**src/rtl/conv_layer_sched.sv**
```systemverilog
// Layer scheduler for the 3x3 convolve engine: primes three rows, then per output row fetches
// `stride` new rows, starts the convolve with the row's destination address and waits for completion.
module conv_layer_sched #(
  parameter int IMG_W           = 28,
  parameter int ROW_W           = 8,
  parameter int DEST_ADDR_WIDTH = 10,
  parameter int TIMEOUT         = 1023
) (
  input  logic                       clk,
  input  logic                       rst,
  input  logic                       cmd_valid,
  output logic                       cmd_ready,
  input  logic [1:0]                 cmd_stride,
  input  logic [ROW_W-1:0]           cmd_img_rows,
  input  logic [DEST_ADDR_WIDTH-1:0] cmd_dest_base,
  input  logic                       abort,
  output logic                       fetch_req,
  output logic [ROW_W-1:0]           fetch_row,
  input  logic                       fetch_ack,
  output logic                       conv_start,
  output logic [1:0]                 conv_stride,
  output logic [DEST_ADDR_WIDTH-1:0] conv_dest_addr,
  input  logic                       conv_done,
  output logic                       busy,
  output logic                       layer_done,
  output logic                       err,
  output logic [ROW_W-1:0]           out_row_cnt
);
  localparam int TW    = $clog2(TIMEOUT + 1);
  localparam int STEP1 = (IMG_W - 3) + 1;
  localparam int STEP2 = ((IMG_W - 3) >> 1) + 1;

  typedef enum logic [2:0] {IDLE, PRIME, START, WAIT, FETCH, FINISH} state_t;

  state_t                     state, state_nxt;
  logic [1:0]                 stride_q;
  logic [ROW_W-1:0]           n_out_q, row_q, out_cnt_q;
  logic [DEST_ADDR_WIDTH-1:0] step_q, dest_q;
  logic [1:0]                 phase_cnt;
  logic                       gap_q, err_q;
  logic [TW-1:0]              wait_cnt;

  logic accept, cmd_ok, ack_hit, phase_last, last_row, timeout_hit, abort_hit;

  assign accept      = cmd_valid & cmd_ready;
  assign cmd_ok      = (cmd_stride == 2'd1 || cmd_stride == 2'd2) && (cmd_img_rows >= ROW_W'(3));
  assign ack_hit     = fetch_req & fetch_ack;
  assign phase_last  = (state == PRIME) ? (phase_cnt == 2'd2) : (phase_cnt == stride_q - 2'd1);
  assign last_row    = (out_cnt_q + ROW_W'(1)) == n_out_q;
  assign timeout_hit = (state == WAIT) && !conv_done && (wait_cnt == TW'(TIMEOUT - 1));
  assign abort_hit   = abort && (state != IDLE);

  always_ff @(posedge clk or posedge rst) begin
    if (rst) state <= IDLE;
    else     state <= state_nxt;
  end

  always_comb begin
    state_nxt = state;
    case (state)
      IDLE:        if (accept && cmd_ok) state_nxt = PRIME;
      PRIME,
      FETCH:       if (ack_hit && phase_last) state_nxt = START;
      START:       state_nxt = WAIT;
      WAIT:        if (conv_done)        state_nxt = last_row ? FINISH : FETCH;
                   else if (timeout_hit) state_nxt = IDLE;
      FINISH:      state_nxt = IDLE;
      default:     state_nxt = IDLE;
    endcase
    if (abort_hit) state_nxt = IDLE;
  end

  always_comb begin
    cmd_ready  = (state == IDLE);
    busy       = (state != IDLE);
    fetch_req  = (state == PRIME || state == FETCH) && !gap_q;
    conv_start = (state == START);
    layer_done = (state == FINISH);
  end

  // gap_q forces one idle cycle on fetch_req after every accepted fetch
  always_ff @(posedge clk or posedge rst) begin
    if (rst) begin
      stride_q  <= '0;
      n_out_q   <= '0;
      step_q    <= '0;
      dest_q    <= '0;
      row_q     <= '0;
      out_cnt_q <= '0;
      phase_cnt <= '0;
      gap_q     <= 1'b0;
      wait_cnt  <= '0;
      err_q     <= 1'b0;
    end else begin
      gap_q <= ack_hit;
      err_q <= (accept && !cmd_ok) || abort_hit || timeout_hit;
      if (accept) begin
        stride_q  <= cmd_stride;
        n_out_q   <= ((cmd_img_rows - ROW_W'(3)) >> (cmd_stride == 2'd2)) + ROW_W'(1);
        step_q    <= (cmd_stride == 2'd2) ? DEST_ADDR_WIDTH'(STEP2) : DEST_ADDR_WIDTH'(STEP1);
        dest_q    <= cmd_dest_base;
        row_q     <= '0;
        out_cnt_q <= '0;
        phase_cnt <= '0;
        gap_q     <= 1'b0;
      end
      if (ack_hit) begin
        row_q     <= row_q + ROW_W'(1);
        phase_cnt <= phase_last ? 2'd0 : phase_cnt + 2'd1;
      end
      if (state == START) wait_cnt <= TW'(1);
      else if (state == WAIT) wait_cnt <= wait_cnt + TW'(1);
      if (state == WAIT && conv_done) begin
        out_cnt_q <= out_cnt_q + ROW_W'(1);
        dest_q    <= dest_q + step_q;
      end
    end
  end

  assign fetch_row      = row_q;
  assign conv_dest_addr = dest_q;
  assign conv_stride    = busy ? stride_q : 2'd0;
  assign err            = err_q;
  assign out_row_cnt    = out_cnt_q;
endmodule

```
**config.mk**
```make
export PLATFORM = sky130hd
export DESIGN_NAME = conv_layer_sched
export DESIGN_NICKNAME = d
export VERILOG_FILES = /design/src/rtl/conv_layer_sched.sv
export SDC_FILE = /design/constraint.sdc
export NUM_CORES = 1
export LEC_CHECK = 0
export ABC_AREA = 1
export ABC_CLOCK_PERIOD_IN_PS = 2900
export BUFFER_PORTS_ARGS = -buffer_cell sky130_fd_sc_hd__buf_2
export CAP_MARGIN = 25
export CORE_MARGIN = 1.5
export CORE_UTILIZATION = 39
export DETAILED_ROUTE_END_ITERATION = 16
export GPL_TIMING_DRIVEN = 0
export PLACE_DENSITY_LB_ADDON = 0.08
export SYNTH_ARGS = -nofsm -noshare
export SYNTH_HDL_FRONTEND = slang
export SYNTH_SLANG_ARGS = --single-unit
```
**constraint.sdc**
```tcl
create_clock -name clk -period 2.9 [get_ports clk]
set_input_delay 0.435 -clock clk [delete_from_list [all_inputs] [get_ports clk]]
set_output_delay 0.435 -clock clk [all_outputs]
set_load 0.02 [all_outputs]
```
Yosys cells after proc, flatten, opt, wreduce, memory -nomap -nowiden. Index checks and enable logic that the tools add are counted.

Bits in registers: 63. Output and inout bits: 34. Logic and storage cells: 81.

$add $sub $neg: 8. Order comparisons: 1. Equal/unequal tests: 14. Shift-type cells: 1. Mux-type cells: 21. Bitwise gates (word level): 2. Reduce and logical (&&, ||, !) cells: 23.

Operator list (number): 2-to-1 mux 10 bit (4); adder 8 x 1 -> 8 bit, second input constant (3); 2-to-1 mux 8 bit (3); 2-to-1 mux 3 bit (5); one-hot mux 3 bit (4 select lines) (1); adder 10 x 1 -> 10 bit, second input constant (1); adder 10 bit (1); == test 10 bit, second input constant (1); logical AND 1 bit (9); == test 8 bit (1); >= comparator 8 x 2 -> 1 bit, second input constant (1); 2-to-1 mux 2 bit (4); >> shifter 8 x 1 -> 8 bit (1); subtractor 8 x 2 -> 8 bit, second input constant (1); == test 3 x 2 -> 1 bit, second input constant (2); == test 3 bit, second input constant (2); nonzero test 2 bit (3); 2-to-1 mux 5 bit (1); == test 2 bit, second input constant (2); logical OR 1 bit (4); != test 4 bit, second input constant (1); == test 3 x 1 -> 1 bit, second input constant (1); zero test 1 bit (3); zero test 3 bit (1); other kinds (11) (14).

Longest topological paths before layout.
Depth after elaboration: 8. Depth in mapped cells: 13.

Least setup slack after synthesis. OpenSTA, ideal clock, no wires.

Path type: register -> register. From: register dest_q[0], in the netlist conv_dest_addr[0]. To: register dest_q[6], in the netlist conv_dest_addr[6]. Library setup time: 124 ps. Arrival: 1790 ps. Data required time: 2776 ps. Slack: 986 ps. Stages on the path, launching flop included: 10. Path buffers: 0. Path through: dfrtp_1 ha_1 inv_1 fa_1 o21ai_0 nand2_1 a21oi_1 nand2_1 nand3_1 nand3_1.

Word-level cells in the longest chain between the ends: 2.

RTL lines: start, declared (RTL line 38) `logic [DEST_ADDR_WIDTH-1:0] step_q, dest_q;`; start signal, assigned (RTL line 101) `dest_q <= cmd_dest_base;`; start signal, assigned (RTL line 115) `dest_q <= dest_q + step_q;`; adder 10 bit (RTL line 115); 2-to-1 mux 10 bit (RTL line 113) `if (state == WAIT && conv_done) begin`.

Every way passes these cells. A chain may end at the register's enable or synchronous reset.

Final worst setup path.
From: register state[2]. To: output conv_start.

Word-level cells in the longest chain between the ends: 1.

RTL lines: start, declared (RTL line 35) `state_t state, state_nxt;`; start signal, assigned (RTL line 55) `else state <= state_nxt;`; == test 3 x 2 -> 1 bit (RTL line 77) `conv_start = (state == START);`; end, declared (RTL line 20) `output logic conv_start,`.

Every way passes these cells.

==> flow_metrics.py <==
metrics = {
    "outcome": {
        "outcome": "finished clean",
    },
    "yosys": {
        "ys_dominant_reg_cell": "dfrtp_1",
        "synth.top_cell.area_share_pct": 39.8,
        "ys_top_cells_by_area": "dfrtp_1, nand2_1, nand3_1",
        "ys_ff_latch": 56,
        "synth_cells": 483,
        "syn_nets": 522,
        "yosys_warnings": 0,
        "synthArstFlopShare_pct": 100,
        "syn_avg_cell_area_um2": 7.29,
        "synth-edff-count": 0,
        "synth_area_um2": 3520,
        "yosysSeqAreaShare_pct": 39.8,
        "synth_cell_types": 40,
        "yosys.area.top_type": "dfrtp_1",
    },
    "setup_path": {
        "path_max_fanout": 6,
        "end_kind": "output port",
        "startpoint_type": "flip-flop",
        "r2r_start": "step_q[2]$_DFFE_PP0P_",
        "rr_endpoint": "conv_dest_addr[6]$_DFFE_PP0P_",
        "cp_data_required_time_ns": 2.47,
        "r2r_slack_ns": 0.85,
        "crit_start": "state[2]$_DFFE_PP0P_",
        "worstSetupPathType": "reg2out",
        "worstPathArrival_ns": 1.69,
        "r2r_cells": 9,
        "cp-endpoint": "conv_start",
    },
    "route": {
        "postRouteWirelength_mm": 8.36,
        "first_iter_violations": 123,
        "final_antenna_net_count": 0,
        "viasPerCell": 5.05,
        "via_count": 3320,
        "routedWlPerCell_um": 12.7,
        "drt-pass1-iter-count": 4,
        "drc_errors": 0,
    },
    "die": {
        "die_h_um": 98,
        "rows": 34,
        "core-area_um2": 8720,
        "fp.dieW_um": 98,
        "num_io_pins": 60,
        "design.die.area_um2": 9600,
        "start_util_pct": 40.4,
    },
    "layout": {
        "drive_above_1_share_pct": 17.5,
        "fin_nets": 589,
        "antenna_cells": 0,
        "final-instance-count-excl-fill": 657,
        "multi_input_area_um2": 1830,
        "mostFrequentLayoutCells": "nand2_1, buf_2, inv_1, dfrtp_1, nand3_1",
        "final_common_cell": "nand2_1",
        "seq_area_um2": 1400,
        "num-fill-cells": 921,
        "areaGrowthSynthToFinish_pct": 15.6,
    },
    "clocking": {
        "ctsHoldBuffers": 0,
        "cts-root-buf": "clkbuf_8",
        "ctsResizeCount": 0,
        "clock_insertion_delay_worst_skew_ns": 0.32,
        "cts.sinks": 56,
        "post-cts-setup-buffer-count": 0,
        "cts-buffers-inserted": 5,
        "h-tree-depth": 2,
        "cts_tree": "built",
        "clk_pin_slew_ns": 0.10,
        "cts-root-to-sink-buffers": 2,
    },
    "min_path": {
        "hp-class": "in2async",
    },
    "grt": {
        "grtUsageTotal_pct": 17.9,
        "grt_pass1_wl_mm": 14.2,
        "antenna_found_initial": 0,
        "first_global_vias": 3068,
        "gr-total-overflow": 0,
        "grt_max_degree": 41,
    },
    "place": {
        "place.port_buffers": 59,
        "place.gp.congestion": 0.856,
        "dp.cells": 651,
        "hpwlAfterDp_mm": 6.45,
    },
    "sta": {
        "fin_crit_ns": 2.12,
        "period_share_pct": 73.1,
        "clock-skew-final_ns": 0.0118,
        "fmax_mhz": 472,
        "hold_violations": 0,
        "timing.setup.tns_ns": 0,
        "slew_headroom_pct": 64.7,
        "worst-slew-pin-transition_ns": 0.529,
        "maxSlewViolCount": 0,
        "rsz0062_at_grt": "false",
        "setup_viol": 0,
    },
    "pwr": {
        "ir_drop_v": 0.000242,
        "power_mw": 3.30,
        "pwr_density_cell_nw_per_um2": 812,
        "leakage_nw": 2.13,
    },
    "flow_run": {
        "maxCapViolCount": 0,
    },
}
-- worst min-delay path by stage --
stage,startpoint,to,slack (ns),depth (start not counted)
2_1_floorplan,step_q[3]$_DFFE_PP0P_,step_q[3]$_DFFE_PP0P_,0.44,1
3_3_place_gp,step_q[3]$_DFFE_PP0P_,step_q[3]$_DFFE_PP0P_,0.46,1
3_5_place_dp,rst,fetch_row[1]$_DFFE_PP0P_,0.45,2
4_1_cts,rst,fetch_row[1]$_DFFE_PP0P_,0.09,2
5_1_grt,rst,fetch_row[1]$_DFFE_PP0P_,0.12,2
6_report,rst,fetch_row[1]$_DFFE_PP0P_,0.09,2
-- per-stage QoR --
step                      area (µm²)  hold slack [ns]  setup slack (ns)  utilization (%)
final                           4070           0.0866             0.779             46.7
after CTS                       4070           0.0917             0.745             46.7
after detailed placement        3970            0.450             0.776             45.5
after floorplan                 3520            0.444             0.986                -
after global routing            4070            0.120             0.639             46.7
after global placement          3950            0.460             0.212             45.3
-- metal layers --
metal  track usage [%]  up-vias  part of all wire, %
met3              2.51        4                  3.3
li1                  -     1712                    -
met1              25.1     1540                   50
met5                 0        -                    0
met2              28.9       64                   46
met4              5.27        0                 0.84
-- synth_stat cells (6+ instances only) --
cell type,count
nand2_1,141
inv_1,60
dfrtp_1,56
nand3_1,46
nor2_1,38
o21ai_0,27
nand4_1,14
ha_1,12
xor2_1,12
o22ai_1,11
a21oi_1,10
inv_2,6
-- report_power, final --
group / internal [mW] / switching (mW)
Sequential: 0.997 / 0.204
Combinational: 0.568 / 1.03
Clock: 0.249 / 0.260
Total: 1.81 / 1.49
-- cells by family after synthesis --
logic type | synth area share, %
adders and majority gates | 4.83
and+or+nand+nor | 32.3
buffers and inverters | 8.18
DFF | 39.8
AOI/OAI and AO/OA | 11.6
xor gates and xnor gates | 3.24
-- flip-flops by register name (all words and copies together), names as in the netlist --
signal,cells
conv_dest_addr,10
wait_cnt,10
fetch_row,8
n_out_q,8
out_row_cnt,8
state,3
step_q,3
phase_cnt,2
stride_q,2
err,1
gap_q,1
-- final cells by class --
type | count | area share (%)
timing repair buffer | 60 | 7.75
sequential | 56 | 34.4
tap | 108 | 3.32
buffer | 8 | 0.984
clock inverter | 1 | 0.738
clock buffer | 5 | 1.69
multi-input combinational | 353 | 45.0
inverter | 66 | 6.09
-- critical path: stages (launching register included) --
cell and delay (ns):
dfrtp_1 0.48, nor2_4 0.20, inv_1 0.14, nor2_1 0.31, buf_2 0.24
No activity file was read; power rests on OpenSTA's default activity.
